**config.mk**
```make
export PLATFORM = sky130hd
export DESIGN_NAME = fifo_stream_reader
export DESIGN_NICKNAME = d
export VERILOG_FILES = /design/src/rtl/fifo_stream_reader_pkg.sv /design/src/rtl/fifo_stream_reader.sv
export SDC_FILE = /design/constraint.sdc
export NUM_CORES = 1
export LEC_CHECK = 0
export CAP_MARGIN = 20
export CORE_MARGIN = 2
export CORE_UTILIZATION = 40
export DETAILED_ROUTE_END_ITERATION = 16
export GPL_TIMING_DRIVEN = 1
export PLACE_DENSITY = 0.62
export SETUP_SLACK_MARGIN = 0.1
export SLEW_MARGIN = 20
export SYNTH_ARGS = -nofsm -noshare
export SYNTH_HDL_FRONTEND = slang
export SYNTH_SLANG_ARGS = --single-unit
```
**constraint.sdc**
```tcl
create_clock -name rclk -period 3.65 [get_ports rclk]
set_input_delay 0.365 -clock rclk [delete_from_list [all_inputs] [get_ports rclk]]
set_output_delay 0.365 -clock rclk [all_outputs]
set_load 0.01 [all_outputs]
```
**src/rtl/fifo_stream_reader_pkg.sv**
```systemverilog
// Shared widths and occupancy encoding for the FIFO read-side stream adapter.
package fifo_stream_reader_pkg;

   localparam int DSIZE_DEF  = 8;
   localparam int CWIDTH_DEF = 16;

   typedef logic [1:0] occ_t;

   localparam occ_t OCC_EMPTY = 2'd0;
   localparam occ_t OCC_ONE   = 2'd1;
   localparam occ_t OCC_FULL  = 2'd2;

endpackage

```
**src/rtl/fifo_stream_reader.sv**
```systemverilog
// Drains an async FIFO read port into a valid/ready stream through a 2-entry skid buffer.
// rinc depends only on rempty, flush and registered occupancy, never on m_ready.
module fifo_stream_reader
   import fifo_stream_reader_pkg::*;
#(
   parameter int DSIZE  = DSIZE_DEF,
   parameter int CWIDTH = CWIDTH_DEF
) (
   input  logic              rclk,
   input  logic              rrst_n,
   input  logic              rempty,
   input  logic [DSIZE-1:0]  rdata,
   output logic              rinc,
   output logic [DSIZE-1:0]  m_data,
   output logic              m_valid,
   input  logic              m_ready,
   input  logic              flush,
   output logic [CWIDTH-1:0] xfer_count
);

   occ_t              occ_q, occ_d;
   logic [DSIZE-1:0]  head_q, head_d;
   logic [DSIZE-1:0]  tail_q, tail_d;
   logic              valid_q, valid_d;
   logic [CWIDTH-1:0] cnt_q, cnt_d;
   logic              push, pop;

   always_comb begin
      rinc    = rrst_n & ~rempty & ~flush & (occ_q != OCC_FULL);
      push    = rinc;
      pop     = valid_q & m_ready;
      occ_d   = occ_q;
      head_d  = head_q;
      tail_d  = tail_q;
      cnt_d   = cnt_q + CWIDTH'(pop);
      if (flush) begin
         // Buffered words are dropped; a pop in this cycle still counts.
         occ_d = OCC_EMPTY;
      end else begin
         case ({push, pop})
            2'b10: begin
               if (occ_q == OCC_EMPTY) begin
                  head_d = rdata;
                  occ_d  = OCC_ONE;
               end else begin
                  tail_d = rdata;
                  occ_d  = OCC_FULL;
               end
            end
            2'b01: begin
               if (occ_q == OCC_FULL) head_d = tail_q;
               occ_d = occ_q - OCC_ONE;
            end
            // Push with pop only happens at occ=1, so the new word becomes head.
            2'b11: head_d = rdata;
            default: ;
         endcase
      end
      valid_d = (occ_d != OCC_EMPTY);
   end

   always_ff @(posedge rclk or negedge rrst_n) begin
      if (!rrst_n) begin
         occ_q   <= OCC_EMPTY;
         head_q  <= '0;
         tail_q  <= '0;
         valid_q <= 1'b0;
         cnt_q   <= '0;
      end else begin
         occ_q   <= occ_d;
         head_q  <= head_d;
         tail_q  <= tail_d;
         valid_q <= valid_d;
         cnt_q   <= cnt_d;
      end
   end

   assign m_data     = head_q;
   assign m_valid    = valid_q;
   assign xfer_count = cnt_q;

endmodule

```
==> results by group, run 1 <==
Outcome
  • Status: finished clean

STA
  • Worst slew margin relative to its limit: 65.5%
  • Period utilization: roughly 82%
  • Highest Clock Rate: around 0.34 GHz
  • Count of endpoints failing setup in the final report: 0
  • Sum of negative setup slack: 0 ns
  • Fin Clk Skew: slightly above 0.006 ns
  • Actual transition at the worst max-transition pin: 0.518 ns
  • Unrepaired setup endpoints after global routing: no
  • Time the worst path needs with I/O delays and setup: just under 3 ns
  • Final max-slew violation count: 0
  • Endpoints failing hold: 0

Clocking
  • Hold-fix buffers, CTS: 0
  • Skew-Pair Late Insertion Delay: ~0.28 ns
  • Number of resized instances in the post-cts repair step: 0
  • CTS Sinks: 35
  • CTS tree: built
  • Number of levels in the clock H-tree: 2
  • Post-CTS setup-driven buffer insertion count: 0
  • Largest buffer count on any clock path: 2
  • Clock edge transition at the registers on the reported setup and hold paths: about 0.070 ns
  • Clock buffer count from CTS: 5
  • CTS root buffer: sky130_fd_sc_hd__clkbuf_8

Layout
  • Top library cells by usage in the layout, fill and taps aside: 38 x sky130_fd_sc_hd__clkdlybuf4s50_1, 35 x sky130_fd_sc_hd__dfrtp_1, 16 x sky130_fd_sc_hd__mux2_2
  • Ant. Diodes: 0
  • Fraction of final layout cells sized beyond drive strength 1: 19.1%
  • Net count reported at finish: a little under 200
  • Most common cell after layout, fill and taps aside: sky130_fd_sc_hd__clkdlybuf4s50_1
  • Fillers: around 340
  • Signed area change from the synthesized netlist to the final layout: 31.9%
  • Core utilization of the finished layout: between 50% and 60%

Pwr
  • P_leak: 1.02 nW
  • VDD IR-drop max: slightly below 0.0003 V
  • Areal power density over the cells: 604 nW/um^2
  • Power, Total: 0.00133 W

Floorplan
  • Die outline height: between 60 and 70 um
  • Initial cell density of the core: approximately two fifths
  • Core ar.: 4000 um^2
  • Die Footprint: between 4000 and 5000 um^2
  • Chip Width: between 60 and 70 um
  • Site row count: 23
  • Boundary Pins: 39

Worst setup path
  • CP Launch Type: primary input
  • Reg2Reg Depth: 7
  • Largest driver fanout on the critical path: 9
  • Cell with the biggest individual delay on the critical path: sky130_fd_sc_hd__or4_1
  • Critical register-to-register path startpoint: occ_q[0]
  • Kind of end point of the critical path: register
  • Worst EP required: 3.81 ns
  • Critical R2R Capture: m_data[5]
  • Cell breakdown of the critical path: clkdlybuf4s50_1 -> or4b_1 -> ha_1 -> nor2b_1 -> or4_1 -> mux2_4
  • Crit Path Category: in -> reg
  • CP max stage delay: 0.68 ns
  • Critical path launch point: flush
  • Register-to-register setup slack: approximately 0.70 ns
  • WP data arrival: around 3.2 ns

Route
  • DR DRC count: 0
  • Drt via density: between 5 and 6
  • Vias after detailed routing: about 1200
  • Number of iterations in the first detailed-routing pass: 4
  • Iter 0 DRT Violations: 63
  • Final routed wire length divided by cell count: about 14 um
  • Count of nets left with antenna violations after detail routing: 0
  • Final routed wirelength across all metal layers: ~3100 um

Hold path
  • End point of the most critical hold path: xfer_count[15]
  • Hold/Removal Path Class: reg -> reg
  • Worst hold path cell count: 1
  • Worst hold start: xfer_count[15]

Yosys
  • Yosys Warn Count: 0
  • Syn nets: 149
  • Synth Cell Area: 1660 um^2
  • Post-synthesis sequential element count: 35
  • Post-synthesis cell count: between 100 and 150
  • Number of distinct library cells after synthesis: 22
  • Part of the Yosys area used for sequential elements: 52.6%
  • Mean instance size in the synthesized netlist: ~13 um^2

Global routing
  • Aggregate global-route resource usage: 15.6%
  • First-pass GRT wire length: 5300 um
  • GR Overflow Total: 0
  • Vias in the first global route: approximately 1100
  • Largest net degree at the start of global routing: 36
  • Antenna violations before repair: 0

Placed design
  • Post-DP HPWL: between 2000 and 2500 um
  • Weighted congestion reported at the end of routability-driven placement: between 0.8 and 0.9
  • Number of buffers inserted by port buffering: 38

Job
  • Number of max-cap violations: 0
cells in the mapped netlist, drive strengths merged:
library cell / n / area (um^2)
a21o: 1 / 7.51
a221oi: 1 / 8.76
and2: 1 / 6.26
buf: 3 / 27.5
dfrtp: 35 / 876
ha: 8 / 100
inv: 7 / 26.3
mux2: 24 / 300
nand2: 3 / 11.3
nand3: 4 / 20.0
nand4: 5 / 31.3
nor2: 5 / 18.8
nor2b: 5 / 31.3
nor3: 5 / 25.0
nor4: 4 / 25.0
o32ai: 1 / 8.76
or4: 1 / 7.51
or4b: 1 / 10.0
xnor2: 4 / 35.0
xor2: 10 / 87.6
cell families after synthesis:
| family | Yosys count | synth area share, % |
|---|---|---|
| flip-flops | 35 | 52.6 |
| AND/OR/NAND/NOR | 34 | 11.2 |
| multiplexers | 24 | 18.0 |
| XOR/XNOR | 14 | 7.37 |
| buffers and inverters | 10 | 3.23 |
| adder cells (fa/ha/maj) | 8 | 6.02 |
| AO/OA/AOI/OAI | 3 | 1.50 |
worst max-delay path by stage:
stage	endpoint	depth (start not counted)
CTS	m_data[5]	6
global route	m_data[5]	6
detailed placement	m_data[5]	6
floorplan	m_data[0]	9
global placement	m_data[1]	6
finish	m_data[5]	6
stage by stage:
| step | instances | setup WS, ns | instance area [um^2] | hold WS [ns] |
|---|---|---|---|---|
| 5_1_grt | 223 | 0.574 | 2190 | 0.485 |
| 4_1_cts | 223 | 0.665 | 2190 | 0.475 |
| 3_3_place_gp | 215 | 0.452 | 2090 | 0.460 |
| 2_1_floorplan | 128 | 1.08 | 1660 | 0.0694 |
| 6_report | 223 | 0.666 | 2190 | 0.467 |
| 3_5_place_dp | 215 | 0.371 | 2090 | 0.462 |
sequential cells by signal, indices dropped and copies added, names as in the netlist:
| register | flops |
|---|---|
| xfer_count | 16 |
| occ_q | 2 |
| m_data | 8 |
| tail_q | 8 |
| m_valid | 1 |
worst max-delay path: cells and delay by family:
| family | cells | cell delay (ns) |
|---|---|---|
| simple gates | 3 | 1.51 |
| buf+inv | 1 | 0.50 |
| fa+ha+maj | 1 | 0.39 |
| mux | 1 | 0.39 |
power breakdown:
group          total, W  internal [W]  switching (W)  leakage [nW]
registers      0.000583      0.000503      0.0000802         0.446
clock network  0.000303      0.000172       0.000131        0.0515
logic          0.000440      0.000282       0.000157         0.521
total           0.00133      0.000958       0.000368          1.02
final cells by class:
| cell class | count | area (um^2) | share of cell area (%) |
|---|---|---|---|
| sequential | 35 | 876 | 39.9 |
| multi-input combinational | 83 | 734 | 33.5 |
| timing repair buffer | 40 | 395 | 18.0 |
| clock buffer | 8 | 100 | 4.56 |
| tap | 50 | 62.6 | 2.85 |
| inverter | 7 | 26.3 | 1.20 |
per-layer routing:
layer / up-vias / track usage, % / share of wire [%]
met4: 0 / 8.00 / 1.5
met1: 579 / 20.8 / 46
met3: 5 / 4.22 / 5.9
li1: 538 / - / -
met2: 32 / 23.1 / 47
met5: - / 0 / 0
Note: power is estimated with default switching activity, not from simulation.
==> run 2, diff against run 1 <==
- PLACE_DENSITY: 0.62 -> 0.65
- clock period: 3.65 -> 2.65 ns (I/O delays scaled with it)
==> run 2 against run 1 <==
Compared with the run above: register-to-register slack worse by 0.54 ns; sequential cell count stayed put; largest power group unchanged; sequential share of layout area is 0.69 points lower; routed wire length increased by 6.2%; critical path type is now reg -> reg; total power increased by 36%; global-route usage is 0.096 points lower.
==> results by group, run 2 (same netlist as run 1, synthesis figures left out) <==
Global routing
  • First-pass GRT wire length: ~5300 um
  • Antenna violations before repair: 0
  • GR Overflow Total: 0
  • Largest net degree at the start of global routing: 36
  • Aggregate global-route resource usage: 15.5%
  • Vias in the first global route: 1149

Worst setup path
  • Worst EP required: 2.82 ns
  • CP Launch Type: register
  • Largest driver fanout on the critical path: 8
  • Critical register-to-register path startpoint: occ_q[0]
  • Buf+Inv Stages, Crit Path: 2
  • Cell with the biggest individual delay on the critical path: sky130_fd_sc_hd__or4b_4
  • Reg2Reg Depth: 8
  • CP top delay family: simple AND/OR/NAND/NOR gates
  • CP max stage delay: 0.54 ns
  • Crit Path Category: reg -> reg
  • Cell breakdown of the critical path: inv_1 -> ha_2 -> or4b_4 -> ha_2 -> nor2b_1 -> or4_4 -> buf_8 -> mux2_4
  • Critical R2R Capture: m_data[1]
  • Register-to-register setup slack: 0.16 ns
  • Kind of end point of the critical path: register
  • WP data arrival: roughly 2.7 ns
  • Most prevalent standard cell on the critical path: sky130_fd_sc_hd__ha_2

Clocking
  • Number of levels in the clock H-tree: 2
  • CTS Sinks: 35
  • Clock buffer count from CTS: 5
  • CTS tree: built
  • Hold-fix buffers, CTS: 0
  • Post-CTS setup-driven buffer insertion count: 0
  • Largest buffer count on any clock path: 2
  • Clock edge transition at the registers on the reported setup and hold paths: approximately 0.070 ns
  • Number of resized instances in the post-cts repair step: 0
  • CTS root buffer: sky130_fd_sc_hd__clkbuf_8
  • Skew-Pair Late Insertion Delay: between 0.2 and 0.3 ns

Floorplan
  • Die Footprint: approximately 4700 um^2
  • Chip Width: roughly 70 um
  • Die outline height: between 60 and 70 um
  • Initial cell density of the core: a little over two fifths
  • Boundary Pins: 39
  • Core ar.: 4000 um^2
  • Site row count: 23

Placed design
  • Placed cells: approximately 220
  • Post-DP HPWL: about 2400 um
  • Number of buffers inserted by port buffering: 38
  • Weighted congestion reported at the end of routability-driven placement: 0.768
  • Area post-placement: 2130 um^2

STA
  • Final max-slew violation count: 0
  • Period utilization: 93.9%
  • Fin Clk Skew: around 0.0045 ns
  • Worst hold-check slack: approximately 0.43 ns
  • Endpoints failing hold: 0
  • Sum of negative setup slack: 0 ns
  • Unrepaired setup endpoints after global routing: no
  • Worst slew margin relative to its limit: 70.6%
  • Highest Clock Rate: approximately 0.40 GHz
  • Actual transition at the worst max-transition pin: approximately 0.44 ns
  • Count of endpoints failing setup in the final report: 0
  • Time the worst path needs with I/O delays and setup: 2.49 ns

Pwr
  • Internal power component: about 0.0013 W
  • Combinational Power Share: a little over a third
  • Power, Total: 0.00181 W
  • Areal power density over the cells: a little over 800 nW/um^2
  • Register share of total power: ~44%
  • Power spent charging and discharging nets: roughly 0.00052 W
  • Clock group share of total power: 20.5%
  • P_leak: ~1.0 nW
  • Switching share of power: 29.0%
  • VDD IR-drop max: a little under 0.0005 V

Layout
  • Post-Layout Inst Area: 2230 um^2
  • Fraction of final layout cells sized beyond drive strength 1: approximately 24%
  • Signed area change from the synthesized netlist to the final layout: 34.2%
  • Most common cell after layout, fill and taps aside: sky130_fd_sc_hd__clkdlybuf4s50_1
  • Net count reported at finish: between 150 and 200
  • Max FFs per register: 16
  • Top library cells by usage in the layout, fill and taps aside: 38 x sky130_fd_sc_hd__clkdlybuf4s50_1, 35 x sky130_fd_sc_hd__dfrtp_1, 16 x sky130_fd_sc_hd__mux2_2
  • Post-Layout Cell Count: between 200 and 250
  • Ant. Diodes: 0

Route
  • DR DRC count: 0
  • Final routed wirelength across all metal layers: ~3300 um
  • Count of nets left with antenna violations after detail routing: 0
  • Drt via density: ~5
  • Vias after detailed routing: between 1000 and 1500
  • Final routed wire length divided by cell count: 14.6 um
  • Iter 0 DRT Violations: about 70
  • Number of iterations in the first detailed-routing pass: 4

Job
  • Number of max-cap violations: 0

Hold path
  • Hold/Removal Path Class: in -> async

Outcome
  • Status: finished clean
## run 2: cell types whose count changed in the layout (fill, tap and decap cells not counted), moves of 2 or more
cell / before / now
sky130_fd_sc_hd__nor2b_2: 0 / 2
sky130_fd_sc_hd__ha_1: 8 / 5
sky130_fd_sc_hd__buf_4: 2 / 5
sky130_fd_sc_hd__ha_2: 0 / 3
sky130_fd_sc_hd__clkbuf_8: 7 / 5
sky130_fd_sc_hd__nor2b_1: 5 / 3
## run 2: through the flow
step                      utilization [%]  setup WS, ns
after floorplan                         -         0.126
after global placement               53.2        0.0518
after detailed placement             53.2       0.00854
after CTS                            55.2         0.113
after global routing                 55.8        0.0589
final                                55.8         0.162
## run 2: per-layer routing
| metal | GRT usage [%] | routed length, um | vias to the layer above |
|---|---|---|---|
| met5 | 0 | 0 | - |
| met4 | 5.25 | 35 | 0 |
| met3 | 5.36 | 173 | 4 |
| met2 | 24.0 | 1650 | 26 |
| met1 | 20.0 | 1460 | 570 |
| li1 | - | - | 541 |
## run 2: how the worst max path moves through the flow
stage	startpoint	to	slack, ns	cells after the start
finish	occ_q[0]	m_data[1]	0.16	8
global route	occ_q[0]	tail_q[3]	0.06	9
CTS	occ_q[0]	m_data[3]	0.11	8
detailed placement	flush	m_data[4]	0.009	7
global placement	flush	m_data[5]	0.05	7
floorplan	occ_q[0]	m_data[0]	0.13	9
## run 2: cell type report
cell class | count | area (um^2)
clock buffers | 7 | 76.3
clock inverters | 1 | 5.00
fillers | 334 | 1770
inverters | 7 | 26.3
multi-input cells | 83 | 754
flip-flops and latches | 35 | 876
well taps | 50 | 62.6
repair buffers | 44 | 433
## run 2: power by group through the flow
stage | clock, W | sequential [W] | combinational [W]
finish | 0.000370 | 0.000801 | 0.000636
global placement | 0 | 0.000805 | 0.000604
global route | 0.000411 | 0.000822 | 0.000686
floorplan | 0 | 0.000840 | 0.000289
detailed placement | 0 | 0.000810 | 0.000628
CTS | 0.000381 | 0.000802 | 0.000632
## run 2: worst register-to-register path: stages, from the launching register on
cell and delay [ns]:
sky130_fd_sc_hd__dfrtp_1 0.34, sky130_fd_sc_hd__inv_1 0.08, sky130_fd_sc_hd__ha_2 0.20, sky130_fd_sc_hd__or4b_4 0.54, sky130_fd_sc_hd__ha_2 0.21, sky130_fd_sc_hd__nor2b_1 0.12
sky130_fd_sc_hd__or4_4 0.42, sky130_fd_sc_hd__buf_8 0.16, sky130_fd_sc_hd__mux2_4 0.30
